## config.mk

```make
export PLATFORM = sky130hd
export DESIGN_NAME = alu_pipe
export DESIGN_NICKNAME = d
export VERILOG_FILES = /design/src/rtl/alu_pipe.sv
export SDC_FILE = /design/constraint.sdc
export NUM_CORES = 1
export LEC_CHECK = 0
export ABC_AREA = 1
export CAP_MARGIN = 5
export CORE_AREA = 2 2 96 98
export CTS_BUF_LIST = sky130_fd_sc_hd__clkbuf_16
export DETAILED_ROUTE_END_ITERATION = 10
export DIE_AREA = 0 0 98 100
export HOLD_SLACK_MARGIN = 0.12
export PLACE_DENSITY_LB_ADDON = 0.08
export SYNTH_ARGS = -nofsm -noshare
export SYNTH_HDL_FRONTEND = slang
export SYNTH_SLANG_ARGS = --single-unit
```

## constraint.sdc

```tcl
create_clock -name clk -period 5.9 [get_ports clk]
set_clock_uncertainty 0.15 [all_clocks]
set_input_delay 0.885 -clock clk [delete_from_list [all_inputs] [get_ports clk]]
set_output_delay 0.885 -clock clk [all_outputs]
set_load 0.1 [all_outputs]
```

## src/rtl/alu_pipe.sv

```systemverilog
// Handshaked ALU with registered result/flags and an iterative shift-add multiplier.
// Single-cycle ops complete in IDLE; MUL walks one multiplier bit per cycle in BUSY.
module alu_pipe #(
  parameter int N = 8
) (
  input  logic         clk,
  input  logic         rst_n,
  input  logic         in_valid,
  output logic         in_ready,
  input  logic [N-1:0] BusA,
  input  logic [N-1:0] BusB,
  input  logic [5:0]   OpCode,
  output logic         out_valid,
  input  logic         out_ready,
  output logic [N-1:0] Result,
  output logic         Zero,
  output logic         Neg,
  output logic         Carry,
  output logic         Ovf,
  output logic         Err
);
  localparam int S = $clog2(N);
  localparam logic [S-1:0] CNT_LAST = S'(N - 1);

  localparam logic [5:0] OP_ADD = 6'b100000;
  localparam logic [5:0] OP_SUB = 6'b100010;
  localparam logic [5:0] OP_AND = 6'b100100;
  localparam logic [5:0] OP_OR  = 6'b100101;
  localparam logic [5:0] OP_XOR = 6'b100110;
  localparam logic [5:0] OP_NOR = 6'b100111;
  localparam logic [5:0] OP_SLL = 6'b000000;
  localparam logic [5:0] OP_SRL = 6'b000010;
  localparam logic [5:0] OP_SRA = 6'b000011;
  localparam logic [5:0] OP_SLT = 6'b101010;
  localparam logic [5:0] OP_MUL = 6'b011000;

  typedef enum logic {IDLE, BUSY} state_t;

  typedef struct packed {
    logic [N-1:0] res;
    logic         zero;
    logic         neg;
    logic         carry;
    logic         ovf;
    logic         err;
  } res_t;

  function automatic res_t alu_eval(input logic [N-1:0] a, input logic [N-1:0] b,
                                    input logic [5:0] op);
    res_t                r;
    logic [N:0]          sum;
    logic signed [N-1:0] sa;
    logic signed [N-1:0] sb;
    logic [S-1:0]        amt;
    r   = '0;
    sum = '0;
    sa  = $signed(a);
    sb  = $signed(b);
    amt = b[S-1:0];
    case (op)
      OP_ADD: begin
        sum     = {1'b0, a} + {1'b0, b};
        r.res   = sum[N-1:0];
        r.carry = sum[N];
        r.ovf   = (a[N-1] == b[N-1]) && (sum[N-1] != a[N-1]);
      end
      OP_SUB: begin
        // Top bit of the zero-extended difference is the borrow.
        sum     = {1'b0, a} - {1'b0, b};
        r.res   = sum[N-1:0];
        r.carry = ~sum[N];
        r.ovf   = (a[N-1] != b[N-1]) && (sum[N-1] != a[N-1]);
      end
      OP_AND:  r.res = a & b;
      OP_OR:   r.res = a | b;
      OP_XOR:  r.res = a ^ b;
      OP_NOR:  r.res = ~(a | b);
      OP_SLL:  r.res = a << amt;
      OP_SRL:  r.res = a >> amt;
      OP_SRA:  r.res = $unsigned(sa >>> amt);
      OP_SLT:  r.res = {{(N-1){1'b0}}, (sa < sb)};
      OP_MUL:  r.res = '0;
      default: begin
        r.res = '1;
        r.err = 1'b1;
      end
    endcase
    if (!r.err) begin
      r.zero = (r.res == '0);
      r.neg  = r.res[N-1];
    end
    return r;
  endfunction

  function automatic res_t mul_eval(input logic [2*N-1:0] prod);
    res_t r;
    r      = '0;
    r.res  = prod[N-1:0];
    r.zero = (prod[N-1:0] == '0);
    r.neg  = prod[N-1];
    r.ovf  = (prod[2*N-1:N] != '0);
    return r;
  endfunction

  state_t         state;
  logic [S-1:0]   cnt;
  logic [2*N-1:0] mcand_p0;
  logic [2*N-1:0] acc_p0;
  logic [2*N-1:0] acc_nx_p0;
  logic [N-1:0]   mplier_p0;
  res_t           ev_p0;
  res_t           mul_p0;
  res_t           out_p1;
  logic           accept;
  logic           is_mul;

  assign in_ready = rst_n && (state == IDLE) && (!out_valid || out_ready);
  assign accept   = in_valid && in_ready;
  assign is_mul   = (OpCode == OP_MUL);

  always_comb begin
    acc_nx_p0 = acc_p0 + (mplier_p0[cnt] ? (mcand_p0 << cnt) : '0);
    ev_p0     = alu_eval(BusA, BusB, OpCode);
    mul_p0    = mul_eval(acc_nx_p0);
  end

  // Multiplier datapath: no reset needed, every MUL starts by reloading it.
  always_ff @(posedge clk) begin
    if (accept && is_mul) begin
      mcand_p0  <= {{N{1'b0}}, BusA};
      mplier_p0 <= BusB;
      acc_p0    <= '0;
    end else if (state == BUSY) begin
      acc_p0 <= acc_nx_p0;
    end
  end

  // Control and output register stage.
  always_ff @(posedge clk) begin
    if (!rst_n) begin
      state     <= IDLE;
      cnt       <= '0;
      out_valid <= 1'b0;
      out_p1    <= '0;
    end else begin
      case (state)
        IDLE: begin
          if (accept && is_mul) begin
            state     <= BUSY;
            cnt       <= '0;
            out_valid <= 1'b0;
          end else if (accept) begin
            out_p1    <= ev_p0;
            out_valid <= 1'b1;
          end else if (out_valid && out_ready) begin
            out_valid <= 1'b0;
          end
        end
        BUSY: begin
          cnt <= cnt + 1'b1;
          if (cnt == CNT_LAST) begin
            out_p1    <= mul_p0;
            out_valid <= 1'b1;
            state     <= IDLE;
          end
        end
        default: state <= IDLE;
      endcase
    end
  end

  assign Result = out_p1.res;
  assign Zero   = out_p1.zero;
  assign Neg    = out_p1.neg;
  assign Carry  = out_p1.carry;
  assign Ovf    = out_p1.ovf;
  assign Err    = out_p1.err;
endmodule

```

Word level (Yosys, flattened, before mapping)
Index checks and enable logic that the tools add are counted.
- output and inout bits: 15
- word-level logic and storage cells: 85
- bits of input ports: 26
- bits in registers: 50
- reductions and logical operators: 16
- bitwise logic cells: 6
- add/sub/neg operators: 4
- muxes and demuxes: 21
- magnitude comparators: 2
- shift-type cells: 4
- equality and inequality tests: 20
- operators with widths (kind ; count):
    one-hot mux 8 bit (11 select lines) ; 1
    equality test 6 bit (second input constant) ; 7
    2-to-1 mux 13 bit ; 3
    one-hot mux 13 bit (2 select lines) ; 1
    adder 16 bit ; 1
    logical NOT 8 bit ; 2
    2-to-1 mux 16 bit ; 1
    << shifter 8 x 3 -> 16 bit ; 1
    equality test 6 x 2 -> 1 bit (second input constant) ; 2
    OR reduction 11 bit ; 1
    adder 8 x 8 -> 9 bit ; 1
    subtractor 8 x 8 -> 9 bit ; 1
    bitwise AND 8 bit ; 1
    < comparator 8 bit ; 1
    2-to-1 mux 1 bit ; 8
    NOT 8 bit ; 1
    bitwise OR 8 bit ; 1
    nonzero test 8 bit ; 1
    << shifter 8 x 3 -> 8 bit ; 1
    right shift 8 x 3 -> 8 bit ; 1
    >>> shifter 8 x 3 -> 8 bit ; 1
    XOR 8 bit ; 1
    logical AND 1 bit ; 7
    equality test 6 x 5 -> 1 bit (second input constant) ; 1
    other kinds (20) ; 26

Depth between registers and ports, before layout
Gate-level depths: netlist (run 1).
- depth in word-level cells: 8
- depth in mapped cells: 24
- mapped depth without buffers: 23

Worst setup path after synthesis (run 1)
No wires, ideal clock.
- kind: input port to output port
- from: input rst_n
- to: output in_ready
- cell stages on the path: 3
- buffers on the path: 1
- arrival: 2416 ps
- slack: 2449 ps
- path through: clkbuf_1 nand2_1 nor2_1
- cells in the longest elaborated chain, start to end: 2
- ends and longest elaborated chain (what ; RTL line ; text):
    start: declaration ; 7 ; input logic rst_n,
    logical AND 1 bit (2 in series) ; 117 ; assign in_ready = rst_n && (state == IDLE) && (!out_valid || out_ready);
    end: declaration ; 9 ; output logic in_ready,
Every way passes these cells.

Worst setup path in the final report (run 1)
Same ends and word-level chain as after synthesis.

==> results of run 1 <==
==> sequential cells by signal (all words and copies together), names as in the netlist <==
signal     cells
acc_p0        16
cnt            3
Result         8
Ovf            1
mplier_p0      8
state          1
mcand_p0       8
Neg            1
Err            1
Zero           1
out_valid      1
Carry          1
==> metal layers <==
| layer | track usage | routed length [µm] |
|---|---|---|
| met1 | 0.4410 | 6959 |
| met2 | 0.5258 | 6979 |
| met3 | 0.03482 | 1022 |
| met4 | 0.1421 | 544 |
| met5 | 0 | 0 |
==> logic make-up (layout without fill, tap and decap cells) <==
family,after synthesis,count (layout),share of synthesized area
fa+ha+maj,47,47,0.1188
xor+xnor,11,11,0.01874
compound gates,129,129,0.1353
simple gates,473,473,0.3964
mux,2,2,0.003894
buf+inv,125,148,0.1010
flops,50,50,0.2258
==> final cells by class <==
class / count / share of cell area
Tap cell: 111 / 0.02437
Multi-Input combinational cell: 662 / 0.6074
Inverter: 99 / 0.06588
Clock buffer: 5 / 0.02196
Clock inverter: 3 / 0.005051
Timing Repair Buffer: 41 / 0.07159
Sequential cell: 50 / 0.2038
==> critical path, cell delays in order <==
cell and delay, ns:
clkdlybuf4s50_1 0.75, nand2_1 0.10, nor2_1 0.11, clkdlybuf4s50_1 1.15
==> how the worst max path moves through the flow <==
stage / end / slack [ns] / cells past startpoint
2_1_floorplan: in_ready / 2.45 / 3
3_3_place_gp: Result[7] / 1.84 / 15
3_5_place_dp: Result[7] / 1.73 / 15
4_1_cts: in_ready / 1.86 / 4
5_1_grt: Ovf / 1.66 / 19
6_report: in_ready / 1.87 / 4
==> power groups by stage <==
stage	logic (mW)	registers [mW]	clock network, mW
6_report	0.432	0.416	0.309
4_1_cts	0.424	0.416	0.314
5_1_grt	0.479	0.419	0.327
3_5_place_dp	0.421	0.423	0
3_3_place_gp	0.416	0.421	0
2_1_floorplan	0.274	0.464	0
==> cell usage in the layout (no fill, tap or decap), types with 3 or more instances in the layout <==
master	instances
nand2_1	243
nand3_1	106
inv_1	90
nor2_1	85
o21ai_0	60
a21oi_1	46
ha_1	44
clkdlybuf4s50_1	40
dfxtp_1	34
edfxtp_1	16
nand4_1	10
a31oi_1	9
xor2_1	9
nor3_1	8
inv_2	7
nor2_4	5
nand2_2	5
clkbuf_16	5
nor2_2	4
or2_2	3
fa_1	3
==> flow_metrics.tcl, run 1 <==
set metrics [dict create \
    dr.pass1.iters 6 \
    hold_class "register to register" \
    antennaDiodeCount 0 \
    finalMaxSlewViolations 0 \
    p_seq_frac 0.360 \
    outcome "finished, final reports clean" \
    drc 0 \
    seq_area_frac_synth 0.2258 \
    r2r_slack_ns 2.03 \
    power_switching_mw 0.4602 \
    cp-startpoint "rst_n" \
    cp-start-kind "primary input" \
    synth_cells 837 \
    io_pins 41 \
    rsz0062_at_grt "false" \
    drt_iter0_drc 502 \
    synth_edf_count 16 \
    fin_crit_sh 0.6836 \
    grt_antenna_before_repair 0 \
    fmax_ghz 0.2480 \
    post_cts_resize_count 0 \
    fin_crit_ns 4.033 \
    layout_setup_ws_ns 1.867 \
    syn-num-nets 910 \
    yosysUniqueCellTypes 43 \
    setup_viol 0 \
    cp.required_ns 4.87 \
    vdd_drop_max_uv 128.3 \
    yosys_warnings 0 \
    core_mm2 0.008890 \
    design_area_mm2 0.005698 \
    cts_buffer_depth 2 \
    htreeDepth 2 \
    root_buffer "clkbuf_16" \
    grt_max_degree 36 \
    drt_wl_total_um 15500 \
    hold_depth 2 \
    max-cap-violations 0 \
    synth_seq_cells 50 \
    cts_tree "done" \
    postCtsHoldBufs 0 \
    p_leak_nw 2.855 \
    p_comb_frac 0.373 \
    die_area_mm2 0.009800 \
    fin_total_pwr_mw 1.156 \
    clkPwrFrac 0.267 \
    yosysMostFrequentCell "nand2_1" \
    grt.total_usage 0.3246 \
    area_growth_pct 10.83 \
    initial_utilization 0.5783 \
    syn_area_per_cell_um2 6.142 \
    clock_latency_ns 0.30 \
    cts.clk_slew.worst_paths_ns 0.08 \
    via_count 5639 \
    die_y_um 100 \
    worst-r2r-cell-count 19 \
    gp_congestion 1.009 \
    dieWidth_um 98 \
    ant_nets 0 \
    fin_nets 932 \
    final_layout_size_suffix_gt1_frac 0.04651 \
    critical_path_class "primary input to output pin" \
    tns_ns 0 \
    grt_pass1_vias 5258 \
    worst_pin_slew_ns 0.9870 \
    netlist_top_cells_count "nand2_1 (243), nand3_1 (106), inv_1 (90), nor2_1 (85), o21ai_0 (60)" \
    r2r-end "Ovf" \
    p_int_mw 0.6960 \
    hold_ws_ns 0.3245 \
    fillers 854 \
    synth_top_cell_by_area "nand2_1" \
    cp-end-kind "output pin" \
    cp_max_fo 13 \
    grt-ovfl-total 0 \
    netlist_area_mm2 0.005141 \
    port_buffers 40 \
    placedInstanceArea_mm2 0.005544 \
    clock-sinks 50 \
    cts_made_buffers 5 \
    async_reset_ff_frac 0 \
    yosys-top-cells-area "nand2_1 (18%), dfxtp_1 (13%), ha_1 (11%)" \
    slew_headroom 0.3400 \
    grt_pass1_wl_um 25500 \
    core.rowCount 35 \
    regArea_mm2 0.001161 \
    p_sw_frac 0.3980 \
    place_ws_ns 1.729 \
    hp-start "Err" \
    power_density_mw_per_mm2 202.9 \
    dp.cells 963 \
    multi_input_area_mm2 0.003461 \
    arrival_ns 3.00 \
    post_cts_buffers 0 \
    r2r-start "cnt[0]" \
    whs_endpoint "Err" \
    fin_util 0.6410 \
    viasPerCell 5.807 \
    hold_viol 0 \
    layoutNonFillerInstCount 971 \
    dp_hpwl_um 12300 \
    netlist.area_leader.share 0.1774 \
    synth_flop_cell "dfxtp_1" \
    wl_per_cell_um 15.97 \
]
Note: power is estimated with default switching activity, not from simulation.
==> run 2, diff against run 1 <==
==> constraint.sdc (replaced) <==
create_clock -name clk -period 3.89 [get_ports clk]
set_clock_uncertainty 0.15 [all_clocks]
set_input_delay 0.5835 -clock clk [delete_from_list [all_inputs] [get_ports clk]]
set_output_delay 0.5835 -clock clk [all_outputs]
set_load 0.1 [all_outputs]
==> run 2 against run 1 <==
Compared with the run above: clock power rose by 51%; routed wire length rose by 3.9%; hold slack worse by 0.0030 ns; cell area grew 1.8%; first-iteration DRC count rose by 0.20%; sequential cell count is the same; highest routed layer unchanged.
==> flow_metrics.tcl, run 2 (synthesis results as in run 1) <==
set metrics [dict create \
    die_area_mm2 0.009800 \
    cp.required_ns 3.93 \
    post_cts_resize_count 0 \
    grt_pass1_vias 5319 \
    power_density_mw_per_mm2 305.3 \
    critical_path_class "register to register" \
    power_switching_mw 0.7076 \
    grt-ovfl-total 0 \
    initial_utilization 0.5783 \
    wl_met3_um 1433 \
    drt_iter0_drc 503 \
    die_y_um 100 \
    io_pins 41 \
    hold_class "register to register" \
    hold_viol 0 \
    largest_reg_flops 16 \
    grt.total_usage 0.3314 \
    final_layout_size_suffix_gt1_frac 0.06293 \
    via_count 5712 \
    drt_wl_total_um 16110 \
    dr.pass1.iters 5 \
    cp_max_fo 13 \
    p_leak_nw 2.924 \
    setup_viol 0 \
    cts_tree "done" \
    clkPwrFrac 0.264 \
    cts.clk_slew.worst_paths_ns 0.08 \
    p_int_mw 1.063 \
    finalMaxSlewViolations 0 \
    post_cts_buffers 0 \
    fin_nets 946 \
    root_buffer "clkbuf_16" \
    grt_max_degree 36 \
    fin_crit_sh 0.8875 \
    postCtsHoldBufs 0 \
    viasPerCell 5.799 \
    area_growth_pct 12.83 \
    layout_common_cells "nand2_1 (243), nand3_1 (106), inv_1 (90), nor2_1 (85), o21ai_0 (60)" \
    arrival_ns 3.49 \
    cts_made_buffers 5 \
    fin_crit_ns 3.452 \
    fmax_ghz 0.2897 \
    dr.max_layer_used "met4" \
    dieWidth_um 98 \
    met2_length_um 7159 \
    drc 0 \
    antennaDiodeCount 0 \
    cpMostUsedCell "nand2_1" \
    placedInstanceArea_mm2 0.005647 \
    slowest_delay_ns 0.45 \
    design_area_mm2 0.005801 \
    gp_congestion 0.9830 \
    vdd_drop_max_uv 198.6 \
    p_sw_frac 0.3995 \
    cp-end-kind "register" \
    grt_pass1_wl_um 26230 \
    clock-sinks 50 \
    rsz0062_at_grt "false" \
    p_seq_frac 0.356 \
    path_cells "buf_4 -> o21ai_0 -> o22ai_1 -> nand2_1 -> nand2_1 -> o21ai_0 -> inv_1 -> ha_1 -> a21oi_1 -> nor2_1 -> nor2_1 -> nand2_1 -> nand2_1 -> nand2_1 -> a21oi_1 -> nand2_1 -> nand2_1 -> nor2_1 -> a21oi_1 -> nor2_1" \
    layout_commonest_cell "nand2_1" \
    max-cap-violations 0 \
    outcome "finished, final reports clean" \
    tns_ns 0 \
    dp_hpwl_um 12720 \
    cp-start-kind "register" \
    port_buffers 40 \
    slew_headroom 0.3425 \
    wl_per_cell_um 16.35 \
    htreeDepth 2 \
    fillers 820 \
    core_mm2 0.008890 \
    cts_buffer_depth 2 \
    top_register "acc_p0" \
    core.rowCount 35 \
    drt-met1-wl_um 7162 \
    cp_slowest_cell "dfxtp_1" \
    grt_antenna_before_repair 0 \
    worst_pin_slew_ns 0.9831 \
    ant_nets 0 \
    p_comb_frac 0.380 \
    clock_latency_ns 0.30 \
]
-- run 2: cell types whose count changed in the layout (fill, tap and decap cells not counted) --
| cell | change |
|---|---|
| clkdlybuf4s50_1 | -1 |
| buf_4 | +15 |
-- run 2: per-layer routing --
layer,track usage,up-vias
li1,-,2803
met1,0.4629,2603
met2,0.5416,277
met3,0.04178,29
met4,0.09402,0
met5,0,-
-- run 2: worst max-delay path: cells and delay by family, from the launching register on --
family	cells	cell delay [ns]
DFF	1	0.45
buffers and inverters	2	0.34
and+or+nand+nor	11	1.06
AOI/OAI and AO/OA	6	1.07
adders and majority gates	1	0.27
-- run 2: worst paths after layout --
path | end | start | slack, ns | cells after the start
min | Err | Err | 0.32 | 2
max | acc_p0[13] | cnt[0] | 0.44 | 20
min reg2reg | Err | Err | 0.32 | 2
max reg2reg | acc_p0[13] | cnt[0] | 0.44 | 20
-- run 2: power groups by stage --
stage | sequential [mW] | clock (mW) | combinational (mW)
after floorplan | 0.703 | 0 | 0.416
after global placement | 0.639 | 0 | 0.649
after detailed placement | 0.640 | 0 | 0.654
after CTS | 0.629 | 0.469 | 0.660
after global routing | 0.637 | 0.484 | 0.742
final | 0.630 | 0.468 | 0.673
-- run 2: stage by stage --
stage / hold slack [ns] / utilization / worst slack (ns) / power, mW / std cells
2_1_floorplan: 0.2981 / - / 0.9548 / 1.119 / 837
3_3_place_gp: 0.3037 / 0.6352 / 0.3604 / 1.288 / 977
3_5_place_dp: 0.3069 / 0.6352 / 0.4299 / 1.294 / 977
4_1_cts: 0.3251 / 0.6525 / 0.5392 / 1.758 / 985
5_1_grt: 0.3403 / 0.6525 / 0.09503 / 1.862 / 985
6_report: 0.3214 / 0.6525 / 0.4377 / 1.771 / 985
-- run 2: cell type report --
type | instances | area (µm²) | share of cell area
clock buffer | 5 | 125.1 | 0.02157
clock inverter | 3 | 28.78 | 0.004961
inverter | 99 | 375.4 | 0.06471
multi-input combinational | 662 | 3461 | 0.5966
sequential | 50 | 1161 | 0.2002
tap | 111 | 138.9 | 0.02394
timing repair buffer | 55 | 510.5 | 0.08801
==> run 3, diff against run 2 <==
--- a/config.mk
+++ b/config.mk
@@ -11,6 +11,7 @@
 export CTS_BUF_LIST = sky130_fd_sc_hd__clkbuf_16
 export DETAILED_ROUTE_END_ITERATION = 10
 export DIE_AREA = 0 0 98 100
+export GPL_TIMING_DRIVEN = 0
 export HOLD_SLACK_MARGIN = 0.12
 export PLACE_DENSITY_LB_ADDON = 0.08
 export SYNTH_ARGS = -nofsm -noshare
==> run 3 against run 2 <==
Compared with the run above: combinational power fell by 0.7%; largest power group unchanged; worst setup slack worse by 0.13 ns; critical path type is now primary input to output pin; largest cell class unchanged; via count fell by 0.30%; highest routed layer unchanged.
==> flow_metrics.tcl, run 3 (synthesis results as in run 1) <==
set metrics [dict create \
    outcome "finished, final reports clean" \
    grt_pass1_wl_um 25720 \
    fin_nets 958 \
    cp-start-kind "primary input" \
    antennaDiodeCount 0 \
    worst-path-buf-inv 3 \
    cts.clk_slew.worst_paths_ns 0.08 \
    critical_path_class "primary input to output pin" \
    path_delay_family "buffers and inverters" \
    fin_crit_ns 3.584 \
    via_count 5695 \
    dieWidth_um 98 \
    clock-sinks 50 \
    ant_nets 0 \
    top_register "acc_p0" \
    root_buffer "clkbuf_16" \
    core.rowCount 35 \
    met2_length_um 6715 \
    setup_viol 0 \
    drt_iter0_drc 361 \
    dr.max_layer_used "met4" \
    layout_commonest_cell "nand2_1" \
    rsz0062_at_grt "false" \
    place_ws_ns 0.06901 \
    cp-end-kind "output pin" \
    hold_ws_ns 0.3237 \
    cp_slowest_cell "clkdlybuf4s50_1" \
    cp.required_ns 3.16 \
    cts_tree "done" \
    dp.cells 989 \
    arrival_ns 2.85 \
    cp_max_fo 10 \
    tns_ns 0 \
    slew_headroom 0.3452 \
    cpMostUsedCell "clkdlybuf4s50_1" \
    wl_met3_um 1195 \
    slowest_delay_ns 1.15 \
    max-cap-violations 0 \
    viasPerCell 5.712 \
    grt.total_usage 0.3232 \
    die_y_um 100 \
    gp_congestion 1.068 \
    clock_latency_ns 0.30 \
    dr.pass1.iters 5 \
    cts_made_buffers 5 \
    grt_pass1_vias 5272 \
    port_buffers 40 \
    worst_pin_slew_ns 0.9791 \
    drc 0 \
    vdd_drop_max_uv 201.6 \
    wl_per_cell_um 15.67 \
    io_pins 41 \
    hold_viol 0 \
    power_density_mw_per_mm2 299.5 \
    final_layout_size_suffix_gt1_frac 0.06998 \
    drt_wl_total_um 15630 \
    layout_setup_ws_ns 0.3061 \
    finalMaxSlewViolations 0 \
    cts_buffer_depth 2 \
    drt-met1-wl_um 7361 \
    layout_common_cells "nand2_1 (241), nand3_1 (106), inv_1 (90), nor2_1 (84), o21ai_0 (60)" \
    die_area_mm2 0.009800 \
    largest_reg_flops 16 \
    core_mm2 0.008890 \
    grt_antenna_before_repair 0 \
    fmax_ghz 0.2790 \
    p_leak_nw 2.947 \
    area_growth_pct 14.14 \
    htreeDepth 2 \
    path_cells "clkdlybuf4s50_1 -> clkbuf_1 -> nand2_1 -> nor2_1 -> clkdlybuf4s50_1" \
    grt_max_degree 20 \
    hold_class "register to register" \
    fin_crit_sh 0.9213 \
    initial_utilization 0.5783 \
    layoutNonFillerInstCount 997 \
    grt-ovfl-total 0 \
    dp_hpwl_um 12470 \
]
-- run 3: layer usage --
layer,vias to the layer above,GRT usage
li1,2835,-
met3,33,0.04526
met4,0,0.09295
met1,2590,0.4603
met5,-,0
met2,237,0.5137
-- run 3: final timing paths --
check | startpoint | end | slack [ns] | cells past startpoint
setup / recovery | rst_n | in_ready | 0.31 | 5
hold / removal | Neg | Neg | 0.32 | 2
setup reg to reg | cnt[0] | Ovf | 0.38 | 21
hold reg to reg | Neg | Neg | 0.32 | 2
-- run 3: repair_timing --
item	CTS	global route
resized for setup	0	6
hold endpoints to repair	0	0
hold buffers	0	0
setup buffers	0	0
endpoints found under the setup margin	0	5
-- run 3: where the power goes --
group | total [mW] | internal [mW] | switching [mW]
registers | 0.628 | 0.594 | 0.0346
clock network | 0.462 | 0.246 | 0.216
logic | 0.668 | 0.225 | 0.443
total | 1.76 | 1.06 | 0.693
-- run 3: stage by stage --
stage | power, mW | utilization | cell area [µm²]
3_5_place_dp | 1.290 | 0.6410 | 5698
6_report | 1.757 | 0.6601 | 5868
3_3_place_gp | 1.277 | 0.6390 | 5680
5_1_grt | 1.863 | 0.6601 | 5868
2_1_floorplan | 1.119 | - | 5141
4_1_cts | 1.749 | 0.6583 | 5852
-- run 3: area by class of cell --
type	instances	area, µm²
multi-input cells	662	3478
fillers	840	3022
flip-flops and latches	50	1161
repair buffers	41	415.4
inverters	99	375.4
plain buffers	26	145.1
well taps	111	138.9
clock buffers	5	125.1
clock inverters	3	28.78
-- run 3: worst reg2reg max path: cells and delay by family, from the launching register on --
family                   cells  cell delay [ns]
adder cells (fa/ha/maj)      2             0.49
AND/OR/NAND/NOR             13             1.41
AO/OA/AOI/OAI                3             0.45
flip-flops                   1             0.34
buffers and inverters        3             0.57
